[src/rtl/bist_pkg.sv]
// rtl/bist_pkg.sv - shared state encoding and defaults for the BIST arbiter
package bist_pkg;

    typedef enum logic [2:0] {
        ST_IDLE,
        ST_START,
        ST_WAIT_RUN,
        ST_WAIT_END,
        ST_REPORT,
        ST_ABORT
    } bist_state_t;

    localparam int unsigned DEF_NREQ    = 4;
    localparam int unsigned DEF_SIG_W   = 16;
    localparam logic [15:0] DEF_GOLDEN  = 16'hA5C3;
    localparam int unsigned DEF_TIMEOUT = 700;

    function automatic logic [7:0] sat_inc8(input logic [7:0] v);
        return (v == 8'hFF) ? v : v + 8'd1;
    endfunction

endpackage

[src/rtl/rr_pick.sv]
// rtl/rr_pick.sv - combinational round-robin one-hot selector
module rr_pick
    import bist_pkg::*;
#(
    parameter int unsigned NREQ = DEF_NREQ,
    localparam int unsigned LW  = (NREQ > 1) ? $clog2(NREQ) : 1
) (
    input  logic [NREQ-1:0] req_i,
    input  logic [LW-1:0]   last_i,
    output logic [NREQ-1:0] gnt_o,
    output logic [LW-1:0]   idx_o
);

    logic [2*NREQ-1:0] dbl;
    logic [NREQ-1:0]   rot;
    logic              found;
    int                base;
    int                pos;

    // Rotate so bit 0 is the requester just after last_i, then take the first set bit.
    always_comb begin
        dbl   = {req_i, req_i};
        base  = int'(last_i) + 1;
        rot   = dbl[base +: NREQ];
        found = 1'b0;
        pos   = 0;
        idx_o = '0;
        for (int j = 0; j < int'(NREQ); j++) begin
            if (!found && rot[j]) begin
                found = 1'b1;
                pos   = base + j;
                if (pos >= int'(NREQ)) pos = pos - int'(NREQ);
                idx_o = LW'(pos);
            end
        end
        gnt_o = found ? (NREQ'(1) << idx_o) : '0;
    end

endmodule

[src/rtl/bist_arbiter.sv]
// rtl/bist_arbiter.sv - shares one BIST controller among NREQ requesters
module bist_arbiter
    import bist_pkg::*;
#(
    parameter int unsigned      NREQ    = DEF_NREQ,
    parameter int unsigned      SIG_W   = DEF_SIG_W,
    parameter logic [SIG_W-1:0] GOLDEN  = DEF_GOLDEN,
    parameter int unsigned      TIMEOUT = DEF_TIMEOUT
) (
    input  logic             clk,
    input  logic             reset,
    input  logic [NREQ-1:0]  req,
    output logic [NREQ-1:0]  grant,
    output logic [NREQ-1:0]  done,
    output logic             pass,
    output logic             timeout,
    output logic             ctrl_start,
    output logic             ctrl_reset,
    input  logic             ctrl_running,
    input  logic             ctrl_bist_end,
    input  logic [SIG_W-1:0] signature,
    output logic [7:0]       fail_count
);

    localparam int unsigned LW = (NREQ > 1) ? $clog2(NREQ) : 1;
    localparam int unsigned TW = $clog2(TIMEOUT + 1);

    bist_state_t     state_q;
    logic [NREQ-1:0] grant_q, done_q;
    logic [LW-1:0]   owner_q, last_q;
    logic [TW-1:0]   tcnt_q, tcnt_d;
    logic            pass_q, timeout_q, start_q, abort2_q;
    logic [7:0]      fail_q;
    logic            sig_ok, timeout_hit;
    logic [NREQ-1:0] pick_gnt;
    logic [LW-1:0]   pick_idx;

    rr_pick #(.NREQ(NREQ)) u_pick (
        .req_i  (req),
        .last_i (last_q),
        .gnt_o  (pick_gnt),
        .idx_o  (pick_idx)
    );

    assign tcnt_d      = tcnt_q + TW'(1);
    assign timeout_hit = (tcnt_d == TW'(TIMEOUT));
    assign sig_ok      = (signature == GOLDEN);

    always_ff @(posedge clk) begin
        if (reset) begin
            state_q   <= ST_IDLE;
            grant_q   <= '0;
            done_q    <= '0;
            owner_q   <= '0;
            last_q    <= LW'(NREQ - 1);
            tcnt_q    <= '0;
            pass_q    <= 1'b0;
            timeout_q <= 1'b0;
            start_q   <= 1'b0;
            abort2_q  <= 1'b0;
            fail_q    <= '0;
        end else begin
            case (state_q)
                ST_IDLE: begin
                    if (|req) begin
                        grant_q <= pick_gnt;
                        owner_q <= pick_idx;
                        start_q <= 1'b1;
                        state_q <= ST_START;
                    end
                end
                ST_START: begin
                    start_q <= 1'b0;
                    tcnt_q  <= '0;
                    state_q <= ST_WAIT_RUN;
                end
                ST_WAIT_RUN: begin
                    tcnt_q <= tcnt_d;
                    if (timeout_hit) begin
                        abort2_q <= 1'b0;
                        state_q  <= ST_ABORT;
                    end else if (ctrl_running) begin
                        state_q <= ST_WAIT_END;
                    end
                end
                ST_WAIT_END: begin
                    tcnt_q <= tcnt_d;
                    // Timeout wins over a bist_end arriving in the same cycle.
                    if (timeout_hit) begin
                        abort2_q <= 1'b0;
                        state_q  <= ST_ABORT;
                    end else if (ctrl_bist_end) begin
                        done_q    <= grant_q;
                        pass_q    <= sig_ok;
                        timeout_q <= 1'b0;
                        if (!sig_ok) fail_q <= sat_inc8(fail_q);
                        state_q <= ST_REPORT;
                    end
                end
                ST_REPORT: begin
                    done_q  <= '0;
                    pass_q  <= 1'b0;
                    grant_q <= '0;
                    last_q  <= owner_q;
                    state_q <= ST_IDLE;
                end
                ST_ABORT: begin
                    if (!abort2_q) begin
                        abort2_q  <= 1'b1;
                        done_q    <= grant_q;
                        pass_q    <= 1'b0;
                        timeout_q <= 1'b1;
                        fail_q    <= sat_inc8(fail_q);
                    end else begin
                        abort2_q  <= 1'b0;
                        done_q    <= '0;
                        timeout_q <= 1'b0;
                        grant_q   <= '0;
                        last_q    <= owner_q;
                        state_q   <= ST_IDLE;
                    end
                end
                default: state_q <= ST_IDLE;
            endcase
        end
    end

    assign grant      = grant_q;
    assign done       = done_q;
    assign pass       = pass_q;
    assign timeout    = timeout_q;
    assign ctrl_start = start_q;
    assign ctrl_reset = reset | (state_q == ST_ABORT);
    assign fail_count = fail_q;

endmodule

[config.mk]
export PLATFORM = sky130hd
export DESIGN_NAME = bist_arbiter
export DESIGN_NICKNAME = d
export VERILOG_FILES = /design/src/rtl/bist_pkg.sv /design/src/rtl/rr_pick.sv /design/src/rtl/bist_arbiter.sv
export SDC_FILE = /design/constraint.sdc
export NUM_CORES = 1
export LEC_CHECK = 0
export BUFFER_PORTS_ARGS = -buffer_cell sky130_fd_sc_hd__buf_2
export CAP_MARGIN = 20
export CORE_MARGIN = 2
export CORE_UTILIZATION = 58
export DETAILED_ROUTE_END_ITERATION = 10
export PLACE_DENSITY = 0.9
export SLEW_MARGIN = 20
export SYNTH_ARGS = -nofsm -noshare
export SYNTH_HDL_FRONTEND = slang
export SYNTH_SLANG_ARGS = --single-unit
[constraint.sdc]
create_clock -name clk -period 3.8 [get_ports clk]
set_clock_uncertainty 0.1 [all_clocks]
set_input_delay 0.57 -clock clk [delete_from_list [all_inputs] [get_ports clk]]
set_output_delay 0.57 -clock clk [all_outputs]
set_load 0.005 [all_outputs]
==> metrics.csv <==
metric,value,unit
status,"complete, no violations",
avgViaCountPerCell,5.77,
grtUsageTotal,22.5,%
grt_setup_unrepaired,false,
crit_arrival,2550,ps
synth_warnings,0,
cts_made_buffers,5,
cp_slowest_cell,dfxtp_1,
intPower,631,uW
drive_above_1_share,25.5,%
synth_edf_count,0,
drv_slew,0,
grt_max_degree,47,
ioPinCount,44,
yosysSeqAreaShare,35.8,%
worst_r2r_path_depth,5,
r2r-end,fail_count[7]$_SDFFE_PP0P_,
max_freq,423,MHz
p_clk_share,32.9,%
maxCapViolCount,0,
rows,21,
htreeDepth,2,
post-route-min-period,2360,ps
postCtsHoldBufs,0,
hold_depth,2,
hold_viol,0,
grt_pass1_wl,7380,um
dpl.hpwl,3110,um
first_global_vias,1715,
design_area,2370,um2
die_w,63.8,um
num_antenna_cells,0,
cp.required,3990,ps
syn_nets,270,
fillers,267,
worstMarginPinSlew,777,ps
switching_power,259,uW
r2r-start,state_q[1]$_SDFFE_PP0P_,
dr.first_iter.drc_count,232,
hold_class,flop to flop,
slew_headroom,47.8,%
vdd_ir_drop_max,0.244,mV
routabilityCongestion,0.801,
syn_inst,244,
core_area,3390,um2
portBuffers,43,
finalWirelength,4280,um
syn_area,2070,um2
synth-async-reset-ratio,0,%
drtAntennaViolNets,0,
drc_errors,0,
first_pass_iters,4,
syn_to_final_growth,14.5,%
path_clk_slew,120,ps
synth_area_per_cell,8.49,um2
clockRootBuffer,clkbuf_4,
timing.final.crit_share,62.2,%
p_seq_share,50.8,%
timing_worst_setup_path_type,flop to flop,
insertion_delay,350,ps
die_height,63.8,um
postCtsSetupBuffers,0,
synth_cell_types,50,
tns,0,ps
grt_overflow_total,0,
p_comb_share,16.4,%
final_nets,307,
setup_viol,0,
cts.sinks,37,
leakagePower,0.000999,uW
post_drt_wl_per_cell,13.0,um
cts_buffer_depth,2,
antenna_found_initial,0,
path_cells,nand4b_1 > o21ai_0 > a31o_1 > or4_1 > a21oi_1,
num_vias,1894,
cts_tree,built,
p_sw_share,29.1,%
ys_ff_latch,37,
holdPathEnd,done[0]$_SDFFE_PP0P_,
place_area,2280,um2
start_util,61.1,%
hold_start,done[0]$_SDFFE_PP0P_,
cp-end-kind,flop,
cts_resized,0,
synth-main-ff-cell,dfxtp_1,
startpoint_type,flop,
max_stage_delay,830,ps
critPathMaxFanout,25,
die_area,4060,um2
powerDensity,376,nW/um2
r2r_setup_slack,1440,ps
==> layout make-up <==
| type | instances | area [um2] | share of cell area [%] |
|---|---|---|---|
| Clock buffer | 6 | 51.3 | 2.16 |
| Clock inverter | 2 | 37.5 | 1.58 |
| Inverter | 4 | 15.0 | 0.633 |
| Multi-Input combinational cell | 189 | 1250 | 52.6 |
| Sequential cell | 37 | 741 | 31.2 |
| Tap cell | 46 | 57.6 | 2.43 |
| Timing Repair Buffer | 44 | 223 | 9.39 |
==> power groups by stage <==
stage	logic, uW	clock network, uW	registers (uW)
3_3_place_gp	142	0	460
3_5_place_dp	145	0	461
4_1_cts	147	297	452
6_report	146	293	452
2_1_floorplan	130	0	432
5_1_grt	166	313	458
==> worst max path at each step <==
stage | depth (start not counted) | end | slack (ps) | from
2_1_floorplan | 6 | fail_count[0]$_SDFFE_PP0P_ | 1690 | signature[2]
3_3_place_gp | 6 | fail_count[0]$_SDFFE_PP0P_ | 1400 | signature[2]
3_5_place_dp | 6 | fail_count[0]$_SDFFE_PP0P_ | 1360 | signature[2]
4_1_cts | 3 | ctrl_reset | 1450 | state_q[2]$_SDFFE_PP0P_
5_1_grt | 5 | fail_count[4]$_SDFFE_PP0P_ | 1270 | state_q[2]$_SDFFE_PP0P_
6_report | 5 | fail_count[7]$_SDFFE_PP0P_ | 1440 | state_q[1]$_SDFFE_PP0P_
==> layer usage <==
metal / wire length [um] / global-route usage (%)
met2: 2120 / 40.0
met4: 41 / 7.61
met3: 202 / 4.40
met5: 0 / 0
met1: 1910 / 27.1
==> registers in the layout, summed over array words and instances, names as in the netlist <==
signal and flops:
tcnt_q 10, ctrl_start 1, timeout 1, last_q 2, owner_q 2, pass 1, done 4, grant 4
fail_count 8, state_q 3, abort2_q 1
==> cells in the mapped netlist, types with 2 or more instances <==
master | n | area [um2]
buf_6 | 2 | 22.5
mux2_2 | 4 | 45.0
nand4b_1 | 3 | 26.3
mux2_4 | 5 | 75.1
nand2_1 | 14 | 52.6
a21oi_1 | 12 | 60.1
a21boi_0 | 2 | 15.0
a21o_1 | 5 | 37.5
o31ai_1 | 2 | 15.0
nand4bb_1 | 2 | 22.5
nor3_1 | 4 | 20.0
a22oi_1 | 11 | 82.6
nand3b_1 | 2 | 15.0
dfxtp_1 | 37 | 741
clkbuf_1 | 11 | 41.3
and3_1 | 3 | 18.8
nand4_1 | 7 | 43.8
or4_1 | 3 | 22.5
nor2_1 | 36 | 135
nor4_1 | 2 | 12.5
nor2_2 | 2 | 12.5
or3_1 | 2 | 12.5
a211oi_1 | 4 | 30.0
inv_1 | 3 | 11.3
a211o_1 | 3 | 26.3
nand2b_1 | 9 | 56.3
nand3_1 | 12 | 60.1
o21ai_0 | 6 | 30.0
mux2i_1 | 5 | 50.1
ha_1 | 2 | 25.0
nor2b_1 | 10 | 62.6
==> worst max-delay path: cells and delay by family (launching register included) <==
kind / cells / cell delay [ps]
AOI/OAI and AO/OA: 3 / 630
and+or+nand+nor: 2 / 750
DFF: 1 / 830
==> metrics by stage <==
step / hold slack [ps] / power (uW) / cells / worst slack (ps) / utilization (%)
5_1_grt: 398 / 937 / 328 / 1270 / 70.0
3_3_place_gp: 348 / 602 / 320 / 1400 / 67.3
6_report: 368 / 891 / 328 / 1440 / 70.0
3_5_place_dp: 355 / 606 / 320 / 1360 / 67.3
2_1_floorplan: 337 / 562 / 244 / 1690 / -
4_1_cts: 371 / 896 / 328 / 1450 / 70.0
==> placed cells by master, fill, tap and decap left out, drive strengths merged, types with 6 or more instances in the layout <==
cell	instances
buf	44
a22oi	11
dfxtp	37
nor2b	10
nand2	15
o21ai	7
nand3	12
nand4	8
mux2	9
a21oi	12
clkbuf	6
nand2b	9
nor2	38
==> cell families (layout without fill, tap and decap cells) <==
family          count (synthesis)  in the layout  synth area share (%)
simple gates                  122            122                  34.2
compound gates                 51             51                  16.6
flops                          37             37                  35.8
buf+inv                        18             56                  4.05
mux                            14             14                  8.22
fa+ha+maj                       2              2                  1.21
No activity file was read; power rests on OpenSTA's default activity.
